File: config.mk
export PLATFORM = sky130hd
export DESIGN_NAME = fifo_write_arbiter
export DESIGN_NICKNAME = d
export VERILOG_FILES = /design/src/rtl/fifo_write_arbiter.sv
export SDC_FILE = /design/constraint.sdc
export NUM_CORES = 1
export LEC_CHECK = 0
export CAP_MARGIN = 5
export CORE_MARGIN = 3
export CORE_UTILIZATION = 29
export CTS_BUF_LIST = sky130_fd_sc_hd__clkbuf_16
export DETAILED_ROUTE_END_ITERATION = 16
export PLACE_DENSITY = 0.71
export REMOVE_ABC_BUFFERS = 1
export SLEW_MARGIN = 20
export SYNTH_ARGS = -nofsm -noshare
export SYNTH_HDL_FRONTEND = slang
export SYNTH_SLANG_ARGS = --single-unit
File: constraint.sdc
create_clock -name wclk -period 1.6 [get_ports wclk]
set_input_delay 0.24 -clock wclk [delete_from_list [all_inputs] [get_ports wclk]]
set_output_delay 0.24 -clock wclk [all_outputs]
set_load 0.01 [all_outputs]
File: src/rtl/fifo_write_arbiter.sv
// Round-robin arbiter sharing one async-FIFO write port among NREQ write-domain requesters.
// Optional saturating wFull stall counter: define FIFO_ARB_STALL_CNT_EN.
module fifo_write_arbiter #(
  parameter int NREQ      = 4,
  parameter int DSIZE     = 8,
  parameter int MAX_BURST = 4
) (
  input  logic                  wclk,
  input  logic                  wrst,
  input  logic [NREQ-1:0]       req_valid,
  input  logic [NREQ*DSIZE-1:0] req_data,
  input  logic [NREQ-1:0]       req_last,
  output logic [NREQ-1:0]       req_ready,
  input  logic                  wFull,
  output logic                  winc,
  output logic [DSIZE-1:0]      wData,
  output logic [NREQ-1:0]       grant,
  output logic                  busy
`ifdef FIFO_ARB_STALL_CNT_EN
  ,
  output logic [15:0]           stall_cnt
`endif
);

  localparam int PTR_W = (NREQ > 1) ? $clog2(NREQ) : 1;
  localparam int CNT_W = $clog2(MAX_BURST) + 1;

  typedef enum logic {
    IDLE  = 1'b0,
    BURST = 1'b1
  } state_t;

  state_t             state_reg, state_next;
  logic [NREQ-1:0]    grant_reg, grant_next;
  logic [PTR_W-1:0]   rr_ptr_reg, rr_ptr_next;
  logic [CNT_W-1:0]   beat_cnt_reg, beat_cnt_next;

  logic [NREQ-1:0]    rot_valid;
  logic [NREQ-1:0]    rot_pick;
  logic [2*NREQ-1:0]  dbl_pick;
  logic [NREQ-1:0]    pick_onehot;
  logic [PTR_W-1:0]   g_idx;
  logic [PTR_W-1:0]   g_succ;
  logic               g_valid;
  logic               g_last;
  logic               last_beat;
  logic               xfer;
  logic               burst_end;
  logic [DSIZE-1:0]   masked_data [NREQ];
  logic [DSIZE-1:0]   wdata_or;

  // Rotate so rr_ptr sits at bit 0, isolate the lowest set bit, rotate back.
  always_comb begin
    rot_valid   = NREQ'({req_valid, req_valid} >> rr_ptr_reg);
    rot_pick    = rot_valid & (-rot_valid);
    dbl_pick    = {{NREQ{1'b0}}, rot_pick} << rr_ptr_reg;
    pick_onehot = dbl_pick[NREQ-1:0] | dbl_pick[2*NREQ-1:NREQ];
  end

  always_comb begin
    g_idx = '0;
    for (int k = 0; k < NREQ; k++) begin
      if (grant_reg[k]) g_idx = PTR_W'(k);
    end
    g_succ = (g_idx == PTR_W'(NREQ - 1)) ? '0 : g_idx + PTR_W'(1);
  end

  assign busy      = (state_reg == BURST);
  assign g_valid   = |(req_valid & grant_reg);
  assign g_last    = |(req_last & grant_reg);
  assign last_beat = (beat_cnt_reg == CNT_W'(MAX_BURST - 1));
  assign xfer      = busy && g_valid && !wFull;
  // An absent beat ends the burst even while the FIFO is full.
  assign burst_end = busy && (!g_valid || (xfer && (g_last || last_beat)));

  assign winc      = xfer;
  assign req_ready = (busy && !wFull) ? grant_reg : '0;
  assign grant     = grant_reg;

  generate
    for (genvar gi = 0; gi < NREQ; gi++) begin : g_mask
      assign masked_data[gi] = req_data[gi*DSIZE +: DSIZE] & {DSIZE{grant_reg[gi]}};
    end
  endgenerate

  always_comb begin
    wdata_or = '0;
    for (int k = 0; k < NREQ; k++) begin
      wdata_or = wdata_or | masked_data[k];
    end
  end

  assign wData = wdata_or;

  always_ff @(posedge wclk or negedge wrst) begin
    if (!wrst) begin
      state_reg    <= IDLE;
      grant_reg    <= '0;
      rr_ptr_reg   <= '0;
      beat_cnt_reg <= '0;
    end else begin
      state_reg    <= state_next;
      grant_reg    <= grant_next;
      rr_ptr_reg   <= rr_ptr_next;
      beat_cnt_reg <= beat_cnt_next;
    end
  end

  always_comb begin
    state_next    = state_reg;
    grant_next    = grant_reg;
    rr_ptr_next   = rr_ptr_reg;
    beat_cnt_next = beat_cnt_reg;
    case (state_reg)
      IDLE: begin
        if (|req_valid) begin
          grant_next    = pick_onehot;
          beat_cnt_next = '0;
          state_next    = BURST;
        end
      end
      BURST: begin
        if (burst_end) begin
          state_next    = IDLE;
          grant_next    = '0;
          rr_ptr_next   = g_succ;
          beat_cnt_next = '0;
        end else if (xfer) begin
          beat_cnt_next = beat_cnt_reg + CNT_W'(1);
        end
      end
      default: begin
        state_next = IDLE;
        grant_next = '0;
      end
    endcase
  end

`ifdef FIFO_ARB_STALL_CNT_EN
  logic [15:0] stall_cnt_reg;

  always_ff @(posedge wclk or negedge wrst) begin
    if (!wrst) begin
      stall_cnt_reg <= '0;
    end else if (busy && g_valid && wFull && (stall_cnt_reg != 16'hFFFF)) begin
      stall_cnt_reg <= stall_cnt_reg + 16'd1;
    end
  end

  assign stall_cnt = stall_cnt_reg;
`endif

  // Structural invariants of the grant register and the write strobe.
  a_grant_onehot0 : assert property (@(posedge wclk) disable iff (!wrst) $onehot0(grant_reg));
  a_busy_granted  : assert property (@(posedge wclk) disable iff (!wrst) busy |-> (grant_reg != '0));
  a_no_full_write : assert property (@(posedge wclk) disable iff (!wrst) winc |-> !wFull);

endmodule

Word level (Yosys, flattened, before mapping)
Cells that the tools add are included.
{ "classes": {"bitwise_logic": 12, "shift": 2, "eq_ne": 5, "n_mux": 15, "reduce_logical": 15, "n_addsub": 3} }
{ "ops": {"columns": ["cell", "count"], "rows": [
  ["bitwise AND 8 bit", 4],
  ["bitwise OR 8 bit", 3],
  ["bitwise AND 4 bit", 3],
  ["two-way mux 4 bit", 3],
  ["OR reduction 4 bit", 3],
  ["two-way mux 3 bit", 3],
  ["case mux 4 bit (2 select lines)", 1],
  ["<< shifter 4 x 2 -> 8 bit", 1],
  [">> shifter 8 x 2 -> 4 bit", 1],
  ["two-way mux 2 bit", 3],
  ["case mux 3 bit (2 select lines)", 1],
  ["AND reduction 2 bit", 3],
  ["logical AND 1 bit", 5],
  ["negator 4 bit", 1],
  ["bitwise OR 4 bit", 1],
  ["adder 3 x 1 -> 3 bit (second input constant)", 1],
  ["equality test 3 x 2 -> 1 bit (second input constant)", 1],
  ["two-way mux 1 bit", 3],
  ["inequality test 3 x 1 -> 1 bit (second input constant)", 1],
  ["adder 2 x 1 -> 2 bit (second input constant)", 1],
  ["equality test 2 bit (second input constant)", 1],
  ["zero test 1 bit", 2],
  ["logical OR 1 bit", 2],
  ["inequality test 2 x 1 -> 1 bit (second input constant)", 1],
  ["3 further kinds", 3]
]} }
{ "word_totals": {"register_bits": 10, "out_inout_bits": 18, "elab_cells": 56} }

Logic depth before layout (Yosys ltp)
{ "logic_depth": {"word_depth": 9, "depth_mapped": 6, "depth_no_buf": 6} }

Worst setup path after synthesis
Ideal clock, no wire load.
{ "synth_timing": {"kind": "reg-to-reg", "from": "reg beat_cnt_reg[0]", "to": "reg rr_ptr_reg[1]", "required_time_ns": 1.475, "slack_ns": -0.054, "arrival_ns": 1.529, "stages_incl_launch_ff": 7, "setup_ns": 0.125, "period_less_slack_ns": 1.654, "path_cell_list": "dfrtp_1 ha_1 ha_1 a21oi_1 a21oi_1 o21ai_1 mux2_2"} }
{ "synth_between": {"elab_chain_cells": 6} }
{ "synth_rtl": {"columns": ["item", "line", "rtl"], "rows": [
  ["start: declaration", "36", "logic [CNT_W-1:0] beat_cnt_reg, beat_cnt_next;"],
  ["start signal: assignment", "105", "beat_cnt_reg <= beat_cnt_next;"],
  ["equality test 3 x 2 -> 1 bit", "71", "assign last_beat = (beat_cnt_reg == CNT_W'(MAX_BURST - 1));"],
  ["logical OR 1 bit", "74", "assign burst_end = busy && (!g_valid || (xfer && (g_last || last_beat)));"],
  ["logical AND 1 bit", "74", null],
  ["logical OR 1 bit", "74", null],
  ["logical AND 1 bit", "74", null],
  ["AND reduction 2 bit (no source line)", null, null],
  ["end signal: assignment", "104", "rr_ptr_reg <= rr_ptr_next;"],
  ["end: declaration", "35", "logic [PTR_W-1:0] rr_ptr_reg, rr_ptr_next;"]
]} }
No other way between the ends.
A chain may end at the register's enable or synchronous reset.

Worst setup path in the final report
{ "layout_timing": {"from": "reg grant_reg[0], in the netlist grant[0]", "to": "reg rr_ptr_reg[1]"} }
{ "layout_between": {"elab_chain_cells": 8, "elab_cells_between_ends": 12} }
{ "layout_rtl": {"columns": ["item", "line", "rtl"], "rows": [
  ["start: declaration", "34", "logic [NREQ-1:0] grant_reg, grant_next;"],
  ["start signal: assignment", "103", "grant_reg <= grant_next;"],
  ["bitwise AND 4 bit", "69", "assign g_valid = |(req_valid & grant_reg);"],
  ["OR reduction 4 bit", "69", null],
  ["logical AND 1 bit (2 in a row)", "72", "assign xfer = busy && g_valid && !wFull;"],
  ["logical AND 1 bit", "74", null],
  ["logical OR 1 bit *", "74", null],
  ["logical AND 1 bit *", "74", null],
  ["AND reduction 2 bit (no source line) *", null, null]
]} }
Every way passes the cells marked *; elsewhere a longest branch is shown, timed or not.

==> metrics.yaml <==
status: "complete, but fails checks"
violations: "negative setup slack"
startpoint: "grant[0]"
rows: 18
grt_pass1_wl_um: 5326
peakVddDrop_mv: 1.007
routed.top_layer: "met4"
largest_reg_flops: 4
overflow: 0
maxSlewViolCount: 0
fin_setup_tns_ns: -0.9180
fmax_ghz: 0.5699
syn2layout_area_growth_pct: 125.2
cp-endpoint: "rr_ptr_reg[1]"
worst_setup_path_end_kind: "flop"
synthesis.area_um2: 773.2
drc: 0
vias_per_cell: 5.428
synth_largest_area_cell: "dfrtp_1"
setup_slack_ns: -0.1547
synth_mux_area_share_pct: 4.045
path_clk_slew_ns: 0.04
synth.top_cells.by_area: "dfrtp_1 (32%), a22oi_1 (16%), nand2_1 (5.8%), inv_1 (5.3%), a21oi_1 (3.9%)"
slew_headroom_pct: 70.81
min_period_ns: 1.755
rsz0062_at_grt: "yes"
rrSetupSlack_ns: -0.15
die_w_um: 57.64
numCtsBuffers: 3
rr_startpoint: "grant[0]"
synthDistinctLibCells: 28
avgSynthCellArea_um2: 7.972
htree_num_levels: 1
crit_type: "flop to flop"
cap_violations: 0
setup_viol: 11
hold_path.class: "input port to asynchronous set/reset pin"
final_antenna_net_count: 0
clk_path_buf_depth: 2
pin_count: 61
cts_sinks: 10
power_density_mw_per_mm2: 1365
synth-seq-cells: 10
die_area_mm2: 0.003322
dr_wl_met3_um: 359
cts_tree: "yes"
cp_max_fo: 3
grt_use_total_pct: 20.57
gp_congestion: 0.8332
synthMostInstantiatedCell: "a22oi_1"
hold_viol_final: 0
antenna_found_initial: 0
synth_top_area_share_pct: 32.36
num-fill-cells: 188
num-nets-final: 231
die_y_um: 57.64
core-area_mm2: 0.002500
period_share_pct: 109.7
place_area_mm2: 0.001541
wl_met1_um: 1275
start_util_pct: 30.93
synth_seq_area_share_pct: 32.36
syn_inst: 97
drtIter0Drc: 46
io_buffers: 60
synth_edf_count: 0
synth-xor-area-share_pct: 0
vias: 1167
grt_start_max_net_pins: 11
synth_top_family_by_area: "compound AO/OA/AOI/OAI gates"
post_drt_wl_per_cell_um: 15.36
dr_wl_met2_um: 1618
start_kind: "flop"
post-dp-hpwl_um: 2473
hold_slack_ns: 0.3111
async_flop_share_pct: 100.0
cts_root_buffer: "clkbuf_16"
synthTopCellsByCount: "a22oi_1 (16), nand2_1 (12), inv_1 (11), dfrtp_1 (10)"
finalInstanceArea_mm2: 0.001742
synth_adder_area_share_pct: 3.236
r2r_cells: 5
post-route-util_pct: 69.67
worstPathArrival_ns: 1.87
antenna_cells: 0
p_leak_uw: 0.0008258
drive_above_1_share_pct: 34.05
synth_ff_type: "dfrtp_1"
worstReg2RegEnd: "rr_ptr_reg[1]"
synth_compound_area_share_pct: 36.57
wl_um: 3303
skew_ns: 0.0004065
yosys.area_share.simple_pct: 14.89
grt_pass1_vias: 1190
clkLatencyLatePin_ns: 0.24
tightest_slew_ns: 0.4350
cp_data_required_time_ns: 1.72
dr.pass1.iters: 4
ys_warn_count: 0
[worst min-delay path by stage]
stage                               start         endpoint  cells after the start
after floorplan                      wrst  beat_cnt_reg[0]                      0
after global placement    beat_cnt_reg[2]  beat_cnt_reg[2]                      2
after detailed placement  beat_cnt_reg[2]  beat_cnt_reg[2]                      2
after CTS                            wrst  beat_cnt_reg[0]                      1
after global routing                 wrst  beat_cnt_reg[0]                      1
final                                wrst  beat_cnt_reg[1]                      1
[cells in the final DEF (no fill, tap or decap), types with 2 or more instances in the layout]
cell,synthesis,routed
dlymetal6s2s_1,0,2
a22oi_1,16,10
dlygate4sd2_1,0,4
inv_1,11,11
o2111ai_1,2,2
o21ai_1,2,4
a22oi_2,0,6
clkdlybuf4s50_1,0,44
clkbuf_16,0,3
dfrtp_1,10,7
a21oi_1,6,6
o22ai_2,0,2
a22o_1,2,2
buf_4,1,27
buf_6,0,3
nand2_1,12,12
o21ai_0,5,2
dfrtp_2,0,3
nor3_1,6,5
ha_1,2,2
buf_2,1,10
[logic make-up after synthesis]
| kind of cell | count (synthesis) |
|---|---|
| compound gates | 41 |
| simple gates | 24 |
| buf+inv | 17 |
| flops | 10 |
| mux | 3 |
| fa+ha+maj | 2 |
[layer usage]
metal	track usage, %	up-vias
met2	37.74	82
met5	0	-
met3	4.454	7
met1	23.75	533
met4	5.960	0
li1	-	545
[where the power goes]
part,internal [uW],switching (uW)
combinational,810,724
clock,327,111
sequential,331,75.5
[stage by stage]
stage | setup WS, ns | power (uW) | instances
2_1_floorplan | -0.09232 | 976.7 | 91
3_3_place_gp | -0.2654 | 1763 | 202
3_5_place_dp | -0.3295 | 1799 | 202
4_1_cts | -0.1609 | 2322 | 214
5_1_grt | -0.2659 | 2530 | 215
6_report | -0.1547 | 2378 | 215
[layout make-up]
cell class	instances	area (um^2)	share of cell area [%]
Tap cell	30	37.54	2.155
Clock buffer	3	75.07	4.310
Sequential cell	10	254.0	14.58
Multi-Input combinational cell	70	543.0	31.18
Inverter	11	41.29	2.371
Clock inverter	1	3.754	0.2155
Timing Repair Buffer	90	787.0	45.19
[what timing repair did]
item	4_1_cts	5_1_grt
hold buffers	0	0
buffers inserted	8	1
endpoints found under the setup margin	25	14
pin swaps	4	4
gates resized for setup	60	11
[worst max-delay path, stage by stage (launching register included)]
cell and delay, ns:
dfrtp_2 0.41, buf_6 0.12, a222oi_1 0.39, a21oi_1 0.17
o21ai_2 0.19, mux2_2 0.35
No activity file was read; power rests on OpenSTA's default activity.
